==> config.mk <==
export PLATFORM = sky130hd
export DESIGN_NAME = ledscan_decode_flat
export DESIGN_NICKNAME = d
export VERILOG_FILES = /design/src/rtl/ledscan_decode_if.sv /design/src/rtl/ledscan_decode.sv /design/src/flat_wrapper.sv
export SDC_FILE = /design/constraint.sdc
export NUM_CORES = 1
export LEC_CHECK = 0
export ABC_AREA = 1
export CAP_MARGIN = 40
export CORE_MARGIN = 3
export CORE_UTILIZATION = 45
export DETAILED_ROUTE_END_ITERATION = 10
export SLEW_MARGIN = 10
export SYNTH_ARGS = -nofsm -noshare
export SYNTH_HDL_FRONTEND = slang
export SYNTH_SLANG_ARGS = --single-unit
==> constraint.sdc <==
create_clock -name CLK -period 3.5 [get_ports CLK]
set_clock_uncertainty 0.2 [all_clocks]
set_input_delay 0.35 -clock CLK [delete_from_list [all_inputs] [get_ports CLK]]
set_output_delay 0.35 -clock CLK [all_outputs]
set_load 0.01 [all_outputs]
==> src/rtl/ledscan_decode_if.sv <==
// LED scan observation bus: the driver presents LED, the decoder returns mode/position/status.
// Latency: none, plain wires between driver and decoder.
// Backpressure: none, LED is sampled every clock.
interface ledscan_decode_if;
    logic [3:0] LED;
    logic [1:0] DIR;
    logic       LOCKED;
    logic [1:0] POS;
    logic       STEP;
    logic       ERR;
    logic [7:0] ERRCNT;
    logic       STALL;

    // LED driver side: produces the scan pattern, observes the decode
    modport master (
        output LED,
        input  DIR, LOCKED, POS, STEP, ERR, ERRCNT, STALL
    );

    // Decoder side
    modport slave (
        input  LED,
        output DIR, LOCKED, POS, STEP, ERR, ERRCNT, STALL
    );
endinterface

==> src/rtl/ledscan_decode.sv <==
// Recovers scan mode and lit position from a one-hot LED bus; flags illegal moves and stalls.
// Latency: STEP/ERR/DIR/LOCKED/POS update two rising edges after LED presents a new value.
// Backpressure: none, LED is sampled every clock and every change is evaluated.
module ledscan_decode #(
    parameter int LOCKN    = 3,
    parameter int STALLCYC = 33554432
) (
    input  logic             CLK,
    input  logic             RST_N,
    ledscan_decode_if.slave  bus
);
    localparam int SCW = $clog2(STALLCYC + 1);
    localparam int LCW = $clog2(LOCKN + 1);
    typedef logic [SCW-1:0] scnt_t;
    typedef logic [LCW-1:0] mcnt_t;
    localparam scnt_t STALL_TC = scnt_t'(STALLCYC);
    localparam mcnt_t LOCK_TC  = mcnt_t'(LOCKN);

    // Mask bit order follows the DIR code: bit0 BOTH, bit1 L2R, bit2 R2L
    logic [3:0] cur_q, prv_q;
    logic [2:0] mask_q, mask_nx;
    mcnt_t      mcnt_q, mcnt_nx;
    logic       first_q, first_nx;
    logic       sgn_vld_q, sgn_vld_nx;
    logic       sgn_up_q, sgn_up_nx;
    scnt_t      scnt_q, scnt_nx;
    logic [1:0] dir_q, dir_nx;
    logic       locked_q, locked_nx;
    logic [1:0] pos_q, pos_nx;
    logic       step_q, step_nx;
    logic       err_q, err_nx;
    logic [7:0] errcnt_q, errcnt_nx;
    logic       stall_q, stall_nx;

    logic       chg, onehot;
    logic [1:0] q;
    logic       up1, dn1, lin_up, lin_dn, both_ok;
    logic [2:0] cons, mnew;

    function automatic logic [1:0] dir_of(input logic [2:0] m);
        case (m)
            3'b001:  return 2'd0;
            3'b010:  return 2'd1;
            3'b100:  return 2'd2;
            default: return 2'd3;
        endcase
    endfunction

    // Move classification and next-state for mode tracking, stall and status outputs
    always_comb begin
        chg    = (prv_q != cur_q);
        onehot = (cur_q != 4'b0000) && ((cur_q & (cur_q - 4'd1)) == 4'b0000);
        case (cur_q)
            4'b0010: q = 2'd1;
            4'b0100: q = 2'd2;
            4'b1000: q = 2'd3;
            default: q = 2'd0;
        endcase

        // pos_q is the index of prv whenever a move is evaluated (first flag clear)
        up1    = (q == pos_q + 2'd1);
        dn1    = (q == pos_q - 2'd1);
        lin_up = up1 && (pos_q != 2'd3);
        lin_dn = dn1 && (pos_q != 2'd0);
        if (pos_q == 2'd3)
            both_ok = lin_dn;
        else if (pos_q == 2'd0)
            both_ok = lin_up;
        else
            both_ok = (lin_up || lin_dn) &&
                      (!sgn_vld_q || (sgn_up_q ? lin_up : lin_dn));
        cons = {up1, dn1, both_ok};
        mnew = mask_q & cons;

        mask_nx    = mask_q;
        mcnt_nx    = mcnt_q;
        first_nx   = first_q;
        sgn_vld_nx = sgn_vld_q;
        sgn_up_nx  = sgn_up_q;
        scnt_nx    = scnt_q;
        pos_nx     = pos_q;
        step_nx    = 1'b0;
        err_nx     = 1'b0;
        stall_nx   = stall_q;

        // A change always beats the stall terminal count
        if (chg) begin
            scnt_nx  = '0;
            stall_nx = 1'b0;
        end else if (scnt_q != STALL_TC) begin
            scnt_nx = scnt_q + scnt_t'(1);
            if (scnt_nx == STALL_TC) begin
                stall_nx   = 1'b1;
                mask_nx    = 3'b111;
                mcnt_nx    = '0;
                first_nx   = 1'b1;
                sgn_vld_nx = 1'b0;
            end
        end

        if (chg) begin
            if (!onehot) begin
                err_nx     = 1'b1;
                first_nx   = 1'b1;
                mask_nx    = 3'b111;
                mcnt_nx    = '0;
                sgn_vld_nx = 1'b0;
            end else if (first_q) begin
                pos_nx   = q;
                first_nx = 1'b0;
            end else if (cons == 3'b000) begin
                // Skip move: q becomes the new starting point
                err_nx     = 1'b1;
                pos_nx     = q;
                mask_nx    = 3'b111;
                mcnt_nx    = '0;
                sgn_vld_nx = 1'b0;
            end else if (mnew == 3'b000) begin
                // Mode changed: restart tracking from this move alone
                err_nx     = 1'b1;
                pos_nx     = q;
                mask_nx    = cons;
                mcnt_nx    = mcnt_t'(1);
                sgn_vld_nx = lin_up || lin_dn;
                sgn_up_nx  = lin_up;
            end else begin
                step_nx    = 1'b1;
                pos_nx     = q;
                mask_nx    = mnew;
                mcnt_nx    = (mcnt_q == LOCK_TC) ? mcnt_q : mcnt_q + mcnt_t'(1);
                sgn_vld_nx = lin_up || lin_dn;
                sgn_up_nx  = lin_up;
            end
        end

        errcnt_nx = (err_nx && errcnt_q != 8'd255) ? errcnt_q + 8'd1 : errcnt_q;
        dir_nx    = dir_of(mask_nx);
        locked_nx = (dir_nx != 2'd3) && (mcnt_nx >= LOCK_TC);
    end

    // Sample LED and register all state and outputs; reset discards all history
    always_ff @(posedge CLK) begin
        if (!RST_N) begin
            cur_q     <= 4'b0000;
            prv_q     <= 4'b0000;
            mask_q    <= 3'b111;
            mcnt_q    <= '0;
            first_q   <= 1'b1;
            sgn_vld_q <= 1'b0;
            sgn_up_q  <= 1'b0;
            scnt_q    <= '0;
            dir_q     <= 2'd3;
            locked_q  <= 1'b0;
            pos_q     <= 2'd0;
            step_q    <= 1'b0;
            err_q     <= 1'b0;
            errcnt_q  <= 8'd0;
            stall_q   <= 1'b0;
        end else begin
            cur_q     <= bus.LED;
            prv_q     <= cur_q;
            mask_q    <= mask_nx;
            mcnt_q    <= mcnt_nx;
            first_q   <= first_nx;
            sgn_vld_q <= sgn_vld_nx;
            sgn_up_q  <= sgn_up_nx;
            scnt_q    <= scnt_nx;
            dir_q     <= dir_nx;
            locked_q  <= locked_nx;
            pos_q     <= pos_nx;
            step_q    <= step_nx;
            err_q     <= err_nx;
            errcnt_q  <= errcnt_nx;
            stall_q   <= stall_nx;
        end
    end

    assign bus.DIR    = dir_q;
    assign bus.LOCKED = locked_q;
    assign bus.POS    = pos_q;
    assign bus.STEP   = step_q;
    assign bus.ERR    = err_q;
    assign bus.ERRCNT = errcnt_q;
    assign bus.STALL  = stall_q;
endmodule

==> src/flat_wrapper.sv <==
// flat-port wrapper written by rule: the top's interface ports become plain ports
module ledscan_decode_flat 
#(
    parameter int LOCKN    = 3,
    parameter int STALLCYC = 33554432
)
  (CLK, RST_N, bus_LED, bus_DIR, bus_LOCKED, bus_POS, bus_STEP, bus_ERR, bus_ERRCNT, bus_STALL);
  ledscan_decode_if bus_i ();
  input  logic CLK;
  input  logic RST_N;
  input wire logic [$bits(bus_i.LED)-1:0] bus_LED;
  output wire logic [$bits(bus_i.DIR)-1:0] bus_DIR;
  output wire logic [$bits(bus_i.LOCKED)-1:0] bus_LOCKED;
  output wire logic [$bits(bus_i.POS)-1:0] bus_POS;
  output wire logic [$bits(bus_i.STEP)-1:0] bus_STEP;
  output wire logic [$bits(bus_i.ERR)-1:0] bus_ERR;
  output wire logic [$bits(bus_i.ERRCNT)-1:0] bus_ERRCNT;
  output wire logic [$bits(bus_i.STALL)-1:0] bus_STALL;
  assign bus_i.LED = bus_LED;
  assign bus_DIR = bus_i.DIR;
  assign bus_LOCKED = bus_i.LOCKED;
  assign bus_POS = bus_i.POS;
  assign bus_STEP = bus_i.STEP;
  assign bus_ERR = bus_i.ERR;
  assign bus_ERRCNT = bus_i.ERRCNT;
  assign bus_STALL = bus_i.STALL;
  ledscan_decode #(.LOCKN(LOCKN), .STALLCYC(STALLCYC)) u_core (.CLK(CLK), .RST_N(RST_N), .bus(bus_i));
endmodule
==> flow_metrics.env <==
export IMPL_n_antenna_cell=0
export IMPL_drv_cap=0
export IMPL_p_seq_frac=0.440
export IMPL_min_period_over_period=0.788
export IMPL_critPathArrivalTime_ns=2.81
export IMPL_hold_viol=0
export IMPL_drc=0
export IMPL_yosys_top_cells_area="dfxtp_1 (34%), nand2_1 (15%), inv_1 (8.9%)"
export IMPL_synth_seq_area_share=0.337
export IMPL_synth_edff_count=0
export IMPL_yosysTopAreaCell="dfxtp_1"
export IMPL_synth_ff_type="dfxtp_1"
export IMPL_p_clk_frac=0.442
export IMPL_grt_first_pass_wirelength_um=13800
export IMPL_synth_async_sr_flop_share=0
export IMPL_numPortBuffers=21
export IMPL_vias_per_cell=4.90
export IMPL_rsz0062_at_grt="false"
export IMPL_drt_initial_drc_count=197
export IMPL_die_height_um=93.4
export IMPL_cp_max_fo=6
export IMPL_clk_path_buf_depth=2
export IMPL_fmax_mhz=363
export IMPL_hold_ws_ns=0.262
export IMPL_cts_setup_buffers=0
export IMPL_worst_setup_path_end_kind="flop"
export IMPL_place_hpwl_um=6100
export IMPL_syn_inst=531
export IMPL_dieArea_um2=8730
export IMPL_fillerInstances=746
export IMPL_grt_max_degree=28
export IMPL_leakage_nw=1.78
export IMPL_tns_ns=0
export IMPL_rows=31
export IMPL_grt_pass1_vias=3011
export IMPL_antenna_found_initial=0
export IMPL_synth_warnings=0
export IMPL_synth_most_common_cell="nand2_1"
export IMPL_htreeDepth=3
export IMPL_hp_class="reg -> reg"
export IMPL_setup_viol=0
export IMPL_start_util=0.469
export IMPL_peakVddDrop_v=0.000165
export IMPL_ys_top_cells_by_count="nand2_1 (136), inv_1 (82), nor2_1 (78)"
export IMPL_overflow=0
export IMPL_run_status="finished, final reports clean"
export IMPL_final_max_slew_violation_count=0
export IMPL_track_usage=0.201
export IMPL_crit_type="reg -> reg"
export IMPL_final_min_clock_period_ns=2.76
export IMPL_routabilityCongestion=0.885
export IMPL_io_pins=22
export IMPL_drive_gt1_frac=0.136
export IMPL_drtPass1Iterations=5
export IMPL_syn_area_um2=3440
export IMPL_die_w_um=93.4
export IMPL_yosysUniqueCellTypes=38
export IMPL_yosysTopAreaCellShare=0.337
export IMPL_clkSinkCount=58
export IMPL_avgSynthCellArea_um2=6.48
export IMPL_switching_share=0.262
export IMPL_slew_headroom=0.586
export IMPL_routed_wl_um=7960
export IMPL_areaGrowthSynthToFinish_pct=15.9
export IMPL_insertion_delay_ns=0.34
export IMPL_clk_pin_slew_ns=0.07
export IMPL_p_sw_w=0.000414
export IMPL_start_kind="flop"
export IMPL_ctsHoldBuffers=0
export IMPL_critPathRequiredTime_ns=3.55
export IMPL_layout_nets=571
export IMPL_p_comb_frac=0.118
export IMPL_ys_ff_latch=58
export IMPL_cts_buffers=9
export IMPL_tightest_slew_ns=0.616
export IMPL_cts_resized=0
export IMPL_p_int_w=0.00117
export IMPL_core_um2=7330
export IMPL_cts_tree="done"
export IMPL_synth_nets=542
export IMPL_ant_nets=0
export IMPL_root_buffer="clkbuf_8"
export IMPL_p_per_area_nw_per_um2=396
export IMPL_vias=3252
export IMPL_detail_route_wl_per_cell_um=12.0
==> flip-flops by register name, summed over array words and instances, names as in the netlist <==
name,cells
u_core.bus.POS,2
u_core.sgn_vld_q,1
u_core.mask_q,3
u_core.cur_q,4
u_core.bus.DIR,2
u_core.bus.LOCKED,1
u_core.scnt_q,26
u_core.bus.ERRCNT,8
u_core.sgn_up_q,1
u_core.bus.STALL,1
u_core.bus.STEP,1
u_core.mcnt_q,2
u_core.prv_q,4
u_core.bus.ERR,1
u_core.first_q,1
==> logic make-up (layout without fill, tap and decap cells) <==
kind of cell,Yosys count,in the layout,share of synthesized area
AO/OA/AOI/OAI,39,39,0.0644
XOR/XNOR,8,8,0.0247
buffers and inverters,96,130,0.106
flip-flops,58,58,0.337
adder cells (fa/ha/maj),5,5,0.0182
AND/OR/NAND/NOR,325,325,0.449
==> metal layers <==
metal	routed length (um)	GRT usage	up-vias
met4	127	0.0818	0
met5	0	0	-
met1	4100	0.290	1457
met2	3300	0.292	82
li1	-	-	1702
met3	434	0.0354	11
==> metrics by stage <==
stage               total power (W)  utilization  area [um^2]  setup WS [ns]  std cells
CTS                         0.00160        0.544         3990          0.700        664
floorplan                  0.000842            -         3440           1.02        531
global placement           0.000898        0.514         3770          0.832        648
global route                0.00165        0.544         3990          0.404        664
finish                      0.00158        0.544         3990          0.742        664
detailed placement         0.000898        0.514         3770          0.701        648
==> path summary, 6_finish.rpt <==
check / startpoint / to / slack (ns) / cells after the start
worst max-delay path: u_core.scnt_q[0] / u_core.bus.LOCKED / 0.74 / 18
worst min-delay path: u_core.bus.ERRCNT[4] / u_core.bus.ERRCNT[4] / 0.26 / 2
worst max register to register: u_core.scnt_q[0] / u_core.bus.LOCKED / 0.74 / 18
worst min register to register: u_core.bus.ERRCNT[4] / u_core.bus.ERRCNT[4] / 0.26 / 2
==> placed cells by master, fill, tap and decap left out, types with 5 or more instances in the layout <==
master	synthesis	final
nand2_1	136	136
inv_1	82	82
nor2_1	78	78
dfxtp_1	58	58
nand3_1	38	38
clkdlybuf4s50_1	0	21
nand2_2	19	19
a21oi_1	17	17
o21ai_0	12	12
nor2_2	10	10
clkbuf_8	0	10
nor3_1	8	8
nand3_2	7	7
nand4_1	7	7
inv_2	5	5
nor2_4	5	5
xor2_1	5	5
ha_1	5	5
==> layout make-up <==
class | instances | area, um^2 | share of cell area
Clock inverter | 5 | 77.6 | 0.0195
Inverter | 91 | 343 | 0.0860
Multi-Input combinational cell | 377 | 1910 | 0.480
Clock buffer | 11 | 141 | 0.0355
Tap cell | 99 | 124 | 0.0311
Sequential cell | 58 | 1160 | 0.291
Timing Repair Buffer | 23 | 225 | 0.0565
==> power by group through the flow <==
stage	sequential [W]	combinational (W)	clock, W
floorplan	0.000711	0.000131	0
global placement	0.000710	0.000188	0
detailed placement	0.000710	0.000188	0
CTS	0.000695	0.000189	0.000712
global route	0.000698	0.000216	0.000738
finish	0.000695	0.000187	0.000697
==> critical path: stages, from the launching register on <==
cell,delay (ns)
dfxtp_1,0.45
ha_1,0.28
nand2_1,0.11
nor2_4,0.14
nand2_2,0.11
nor2_1,0.15
xnor2_1,0.18
and2_1,0.18
nand2_2,0.06
nor2_4,0.11
nand4_4,0.12
nand2_2,0.10
nand2_2,0.07
nand2_1,0.06
nand2_1,0.08
nand3_1,0.10
nand3_1,0.07
nand2_1,0.06
inv_1,0.03
Note: power is estimated with default switching activity, not from simulation.
